<file path="src/rtl/fixed_to_double_seq.sv">
// Iterative fixed-point Q(N_BITS_INT.N_BITS_FRAC) to IEEE-754 double converter.
// Round-to-nearest-even, multi-bit-per-cycle normaliser, valid/ready on both sides.
//
// state | meaning
// ------+------------------------------------------------------------
// IDLE  | waiting for in_valid; in_ready high
// ABS   | take magnitude of the latched input, short-cut zero
// NORM  | shift left up to SHIFT_STEP bits per cycle until MSB is set
// ROUND | build exponent/mantissa, round-to-nearest-even, register result
// DONE  | hold out_num/inexact with out_valid until out_ready
module fixed_to_double_seq #(
  parameter int N_BITS_INT  = 32,
  parameter int N_BITS_FRAC = 16,
  parameter int SHIFT_STEP  = 4,
  parameter bit SIGNED      = 1'b1,
  localparam int W          = N_BITS_INT + N_BITS_FRAC
) (
  input  logic         clk,
  input  logic         rst,
  input  logic         in_valid,
  output logic         in_ready,
  input  logic [W-1:0] num,
  output logic         out_valid,
  input  logic         out_ready,
  output logic [63:0]  out_num,
  output logic         inexact
);

  localparam int CW       = $clog2(W + 1);
  localparam int EXP_BASE = 1023 + (W - 1 - N_BITS_FRAC);
  localparam logic [CW-1:0] STEP = CW'(SHIFT_STEP);

  generate
    if (W < 2 || W > 256) begin : g_bad_width
      $error("fixed_to_double_seq: N_BITS_INT+N_BITS_FRAC must be in 2..256");
    end
    if (SHIFT_STEP < 1 || SHIFT_STEP > W) begin : g_bad_step
      $error("fixed_to_double_seq: SHIFT_STEP must be in 1..W");
    end
  endgenerate

  typedef enum logic [2:0] {IDLE, ABS, NORM, ROUND, DONE} state_t;

  state_t        state;
  logic          sign_r;
  logic [W-1:0]  mag;
  logic [CW-1:0] shcnt;

  logic [CW-1:0] lz;
  logic [CW-1:0] step_k;
  logic [W-1:0]  mag_sh;
  logic [W-1:0]  mag_abs;
  logic [W+52:0] padded;
  logic [51:0]   mant;
  logic          guard;
  logic          sticky;
  logic          round_up;
  logic [52:0]   mant_inc;
  logic [51:0]   mant_fin;
  logic [10:0]   exp_c;
  logic [10:0]   exp_fin;

  assign in_ready = (state == IDLE);

  // Leading-zero count of mag and the clamped per-cycle shift amount.
  always_comb begin
    lz = CW'(W);
    for (int i = 0; i < W; i++) begin
      if (mag[i]) lz = CW'(W - 1 - i);
    end
    step_k  = (lz > STEP) ? STEP : lz;
    mag_sh  = mag << step_k;
    mag_abs = sign_r ? (-mag) : mag;
  end

  // Rounding datapath; bits below the hidden bit are left-justified against
  // zero padding so narrow inputs fall out as exact with no special case.
  always_comb begin
    padded   = {mag[W-2:0], 54'd0};
    mant     = padded[W+52 -: 52];
    guard    = padded[W];
    sticky   = |padded[W-1:0];
    round_up = guard && (sticky || mant[0]);
    mant_inc = {1'b0, mant} + 53'd1;
    mant_fin = round_up ? mant_inc[51:0] : mant;
    // Result always lies in 1..2046, so 11-bit modular arithmetic is exact.
    exp_c    = 11'(EXP_BASE) - 11'(shcnt);
    exp_fin  = exp_c + 11'(round_up && mant_inc[52]);
  end

  // Conversion FSM with registered outputs.
  always_ff @(posedge clk or negedge rst) begin
    if (!rst) begin
      state     <= IDLE;
      sign_r    <= 1'b0;
      mag       <= '0;
      shcnt     <= '0;
      out_valid <= 1'b0;
      out_num   <= 64'd0;
      inexact   <= 1'b0;
    end else begin
      case (state)
        IDLE: begin
          if (in_valid) begin
            sign_r <= SIGNED ? num[W-1] : 1'b0;
            mag    <= num;
            state  <= ABS;
          end
        end
        ABS: begin
          if (mag_abs == '0) begin
            out_num   <= 64'd0;
            inexact   <= 1'b0;
            out_valid <= 1'b1;
            state     <= DONE;
          end else begin
            mag   <= mag_abs;
            shcnt <= '0;
            state <= NORM;
          end
        end
        NORM: begin
          mag   <= mag_sh;
          shcnt <= shcnt + step_k;
          if (mag_sh[W-1]) state <= ROUND;
        end
        ROUND: begin
          out_num   <= {sign_r, exp_fin, mant_fin};
          inexact   <= guard | sticky;
          out_valid <= 1'b1;
          state     <= DONE;
        end
        DONE: begin
          if (out_ready) begin
            out_valid <= 1'b0;
            state     <= IDLE;
          end
        end
        default: state <= IDLE;
      endcase
    end
  end

endmodule

</file>
<file path="config.mk">
export PLATFORM = sky130hd
export DESIGN_NAME = fixed_to_double_seq
export DESIGN_NICKNAME = d
export VERILOG_FILES = /design/src/rtl/fixed_to_double_seq.sv
export SDC_FILE = /design/constraint.sdc
export NUM_CORES = 1
export LEC_CHECK = 0
export CAP_MARGIN = 5
export CORE_MARGIN = 2
export CORE_UTILIZATION = 40
export CTS_BUF_LIST = sky130_fd_sc_hd__clkbuf_8 sky130_fd_sc_hd__clkbuf_16
export CTS_CLUSTER_DIAMETER = 100
export DETAILED_ROUTE_END_ITERATION = 8
export MAX_ROUTING_LAYER = met4
export PLACE_DENSITY = 0.61
export SETUP_SLACK_MARGIN = 0.5
export SYNTH_ARGS = -nofsm -noshare
export SYNTH_HDL_FRONTEND = slang
export SYNTH_SLANG_ARGS = --single-unit
</file>
<file path="constraint.sdc">
create_clock -name clk -period 4.45 [get_ports clk]
set_input_delay 0.445 -clock clk [delete_from_list [all_inputs] [get_ports clk]]
set_output_delay 0.445 -clock clk [all_outputs]
set_load 0.01 [all_outputs]
</file>
## After elaboration in Yosys (flattened, before gate mapping)

Index checks and enable logic that the tools add are counted.

| word-level totals | value |
|---|---|
| register bits | 124 |
| input bits | 52 |
| logic and storage cells | 100 |

| cells by class | value |
|---|---|
| mux-type cells | 67 |
| shift operators | 1 |
| reduce and logical (&&, ||, !) cells | 12 |
| equality and inequality tests | 9 |
| magnitude comparators | 1 |
| add/sub/neg operators | 3 |

Operators with widths:

| kind | count |
|---|---|
| $mux W6 | 47 |
| $mux W48 | 3 |
| $pmux W48 S3 | 1 |
| $pmux W64 S2 | 1 |
| $mux W64 | 1 |
| $logic_not A48 Y1 | 1 |
| $neg A48 Y48 | 1 |
| $shl A48 B6 Y48 | 1 |
| $mux W5 | 3 |
| $pmux W3 S5 | 1 |
| $mux W3 | 4 |
| $pmux W6 S2 | 1 |
| $sub A11 B6 Y11 const A | 1 |
| $ne A2 B2 Y1 const B | 5 |
| $reduce_and A3 Y1 | 3 |
| $add A6 B6 Y6 | 1 |
| $eq A3 B2 Y1 const B | 2 |
| $gt A6 B3 Y1 const B | 1 |
| $reduce_and A2 Y1 | 3 |
| $reduce_bool A3 Y1 | 2 |
| $reduce_bool A2 Y1 | 2 |
| $eq A3 B1 Y1 const B | 1 |
| $eq A3 B3 Y1 const B | 1 |
| $logic_not A3 Y1 | 1 |
| other kinds (3) | 5 |

## Longest topological paths before layout

| logic depth | value |
|---|---|
| depth in word-level cells | 53 |
| mapped depth | 16 |
| mapped depth without buffers | 12 |

## Least setup slack after synthesis

No wires, ideal clock.

| timing path | value |
|---|---|
| kind | register to register |
| start | register mag[0] |
| end | register mag[12] |
| stages on the path, launching flop included | 15 |
| data required time | 4325 ps |
| buffers on the path | 3 |
| arrival time | 3580 ps |
| path slack | 746 ps |
| clock period less this slack | 3704 ps |
| cell sequence | dfrtp_1 clkbuf_1 inv_1 ha_1 or3b_2 clkbuf_1 nor2_2 a41oi_1 o311ai_0 o311ai_0 nor4_1 nand4_2 a21oi_4 buf_6 mux2_2 |

| on the way | value |
|---|---|
| longest elaborated chain between the ends | 52 |
| elaborated cells between the ends (all ways) | 58 |

RTL lines:

| item | RTL line | RTL |
|---|---|---|
| from (decl) | 46 | `logic [W-1:0] mag;` |
| from (signal assigned) | 106 | `mag <= num;` |
| from (signal assigned) | 117 | `mag <= mag_abs;` |
| from (signal assigned) | 123 | `mag <= mag_sh;` |
| $mux W5 (3 in series) | 69 | `if (mag[i]) lz = CW'(W - 1 - i);` |
| $mux W6 (45 in series) | 69 |  |
| $gt A6 B3 Y1 | 71 | `step_k = (lz > STEP) ? STEP : lz;` |
| $mux W6 | 71 |  |
| $shl A48 B6 Y48 | 72 | `mag_sh = mag << step_k;` |
| $pmux W48 S3 | 102 | `case (state)` |

Parallel ways exist; a longest one is shown, timed or not. The select of a mux whose other input is x is not followed.
A chain may end at the register's enable or synchronous reset.

## Final worst setup path

| timing path | value |
|---|---|
| start | register mag[31] |
| end | register mag[13] |

| on the way | value |
|---|---|
| longest elaborated chain between the ends | 21 |
| elaborated cells between the ends (all ways) | 26 |

RTL lines:

| item | RTL line |
|---|---|
| $mux W6 (17 in series) | 69 |
| $gt A6 B3 Y1 | 71 |
| $mux W6 | 71 |
| $shl A48 B6 Y48 | 72 |
| $pmux W48 S3 | 102 |

Parallel ways exist; a longest one is shown, timed or not.

==> results.sh <==
export IMPL_irDropWorstVdd_mv=0.618
export IMPL_end_kind="register"
export IMPL_cts_tree="done"
export IMPL_path_cells="or4_4, nor4_4, buf_4, and4_1, a41oi_1, xnor2_1, nor4_2, nand4_2, and2_1, o21ai_0, a31o_1"
export IMPL_period_share=0.869
export IMPL_dieArea_mm2=0.0245
export IMPL_clockRootBuffer="clkbuf_16"
export IMPL_yosysSeqAreaShare=0.318
export IMPL_htreeDepth=4
export IMPL_viasPerCell=6.63
export IMPL_nNetsFinal=1319
export IMPL_yosysWarnings=0
export IMPL_drc=0
export IMPL_stdcell_area_mm2=0.0118
export IMPL_setup_violations=0
export IMPL_vias=10300
export IMPL_coreArea_mm2=0.0227
export IMPL_wl_per_cell_um=24.4
export IMPL_p_leak_nw=4.77
export IMPL_antenna_cells=0
export IMPL_grt_busiest_layer="met2"
export IMPL_io_buffers=112
export IMPL_grt_pass1_wl_um=58100
export IMPL_routabilityCongestion=0.936
export IMPL_placed_area_mm2=0.0110
export IMPL_drt_iter0_drc=1345
export IMPL_ys_ff_latch=118
export IMPL_rows=55
export IMPL_cp_start_kind="register"
export IMPL_antenna_found_initial=0
export IMPL_status="finished, final reports clean"
export IMPL_syn_inst=1159
export IMPL_yosys_cell_count_top_type="dfrtp_1"
export IMPL_post_place_ws_ps=260
export IMPL_clock_latency_ps=440
export IMPL_slew_headroom=0.295
export IMPL_globalRouteMet3Util=0.0518
export IMPL_grt_util_met1=0.430
export IMPL_layout_setup_ws_ps=585
export IMPL_r2r_end="mag[13]"
export IMPL_clockBufferDepth=2
export IMPL_max_freq_mhz=259
export IMPL_grt_start_max_net_pins=72
export IMPL_use_met2=0.478
export IMPL_grt_pass1_vias=9710
export IMPL_drtAntennaViolNets=0
export IMPL_final_setup_skew_ps=15.0
export IMPL_critPathBufInv=1
export IMPL_slowest_stage="or4_4"
export IMPL_slowest_delay_ps=600
export IMPL_hpwl_um=25500
export IMPL_drive_above_1_share=0.161
export IMPL_worstPathArrival_ps=4200
export IMPL_finalWorstPathRequiredPeriod_ps=3870
export IMPL_powerDensity_mw_per_mm2=935
export IMPL_avgSynthCellArea_um2=8.02
export IMPL_grt_overflow=0
export IMPL_grt_use_total=0.319
export IMPL_clkTransAtPathRegs_ps=70
export IMPL_worst_pin_slew_ps=1060
export IMPL_routed_wl_um=37900
export IMPL_reg2regPathDepth=11
export IMPL_grt_setup_unrepaired="false"
export IMPL_area_delta_synth_final_pct=27.4
export IMPL_synthTopCellsByCount="dfrtp_1 (118), clkbuf_1 (107), nand2_1 (101)"
export IMPL_ys_top_cells_by_area="dfrtp_1 (32%), a22o_1 (5.2%), a21oi_1 (4.6%)"
export IMPL_start_util=0.409
export IMPL_cts_num_sinks=118
export IMPL_async_flop_share=1.00
export IMPL_worstPathRequired_ps=4780
export IMPL_yosysTopAreaCell="dfrtp_1"
export IMPL_firstDrtPassIters=6
export IMPL_die_x_um=156
export IMPL_finalSetupTns_ps=0
export IMPL_ios=119
export IMPL_synth_cell_area_mm2=0.00929
export IMPL_worstReg2RegStart="mag[31]"
export IMPL_yosysUniqueCellTypes=84
export IMPL_synth_edff_count=0
export IMPL_finalHoldViolations=0
export IMPL_cp_max_fo=9
export IMPL_cts_made_buffers=17
export IMPL_dieHeight_um=156
export IMPL_cp_top_family="simple AND/OR/NAND/NOR gates"
export IMPL_finalCoreUtilization=0.521
export IMPL_r2r_slack_ps=580
export IMPL_yosysTopAreaCellShare=0.318
export IMPL_critical_path_class="register to register"
export IMPL_synthFlopType="dfrtp_1"
export IMPL_final_max_slew_viol_count=0
export IMPL_hold_class="input port to async pin"
export IMPL_max_cap_violations=0
## logic make-up after synthesis
group                    after synthesis  share of synthesized area
AO/OA/AOI/OAI                        427                      0.327
XOR/XNOR                              27                     0.0254
adder cells (fa/ha/maj)               11                     0.0145
buffers and inverters                172                     0.0757
flip-flops                           118                      0.318
multiplexers                          38                     0.0471
other                                  1                   0.000403
AND/OR/NAND/NOR                      365                      0.192
## flip-flops by register name (all words and copies together), names as in the netlist
name,count
state,3
shcnt,6
out_valid,1
sign_r,1
mag,48
out_num,59
## cell usage in the layout, fill, tap and decap left out, drive strengths merged, types with 26 or more instances in the layout
cell type and instances:
dfrtp 118, a22o 55, o21ai 69, nand2 101, mux2i 28, buf 103
nor3 41, inv 38, clkdlybuf4s50 111, a21oi 86, nor2 100, nand3 31
a211oi 26
## worst reg2reg max path, stage by stage, from the launching register on
cell and delay, ps:
dfrtp_1 380, or4_4 600, nor4_4 360, buf_4 210, and4_1 330, a41oi_1 190, xnor2_1 480, nor4_2 90
nand4_2 170, and2_1 510, o21ai_0 200, a31o_1 260
## power breakdown
part | switching [W] | total, W | internal (W) | leakage [nW]
combinational | 0.00455 | 0.00748 | 0.00294 | 3.01
clock | 0.000625 | 0.00153 | 0.000908 | 0.308
sequential | 0.000467 | 0.00206 | 0.00159 | 1.45
total | 0.00564 | 0.0111 | 0.00544 | 4.77
## timing repair
item,4_1_cts,5_1_grt
pin swaps,2,5
resized for setup,10,21
endpoints found under the setup margin,97,100
buffers inserted,2,2
hold buffers,0,0
## final cells by class
cell class / instances / area [um^2]
Tap cell: 285 / 357
Sequential cell: 118 / 2960
Clock inverter: 15 / 209
Fill cell: 2159 / 10900
Timing Repair Buffer: 214 / 1960
Multi-Input combinational cell: 876 / 5820
Clock buffer: 17 / 425
Inverter: 30 / 113
## per-stage QoR
| step | instances | hold slack (ps) | total power [W] |
|---|---|---|---|
| 2_1_floorplan | 1166 | 149 | 0.00656 |
| 3_3_place_gp | 1519 | 467 | 0.00916 |
| 3_5_place_dp | 1519 | 468 | 0.00922 |
| 4_1_cts | 1553 | 77.2 | 0.0108 |
| 5_1_grt | 1555 | 106 | 0.0117 |
| 6_report | 1555 | 43.8 | 0.0111 |
## worst max path at each step
stage	startpoint	end	slack (ps)	depth (start not counted)
after global routing	mag[0]	out_num[57]	510	15
after floorplan	mag[0]	mag[12]	750	14
after detailed placement	mag[0]	out_num[56]	260	14
final	mag[31]	mag[13]	580	11
after global placement	mag[1]	out_num[54]	340	14
after CTS	mag[0]	out_num[54]	510	14
## metal layers
layer / vias up / wire [um] / part of all wire
li1: 4576 / - / -
met1: 5018 / 15900 / 0.42
met2: 605 / 17200 / 0.45
met3: 105 / 3370 / 0.089
met4: 0 / 1410 / 0.037
met5: - / 0 / 0
No activity file was read; power rests on OpenSTA's default activity.
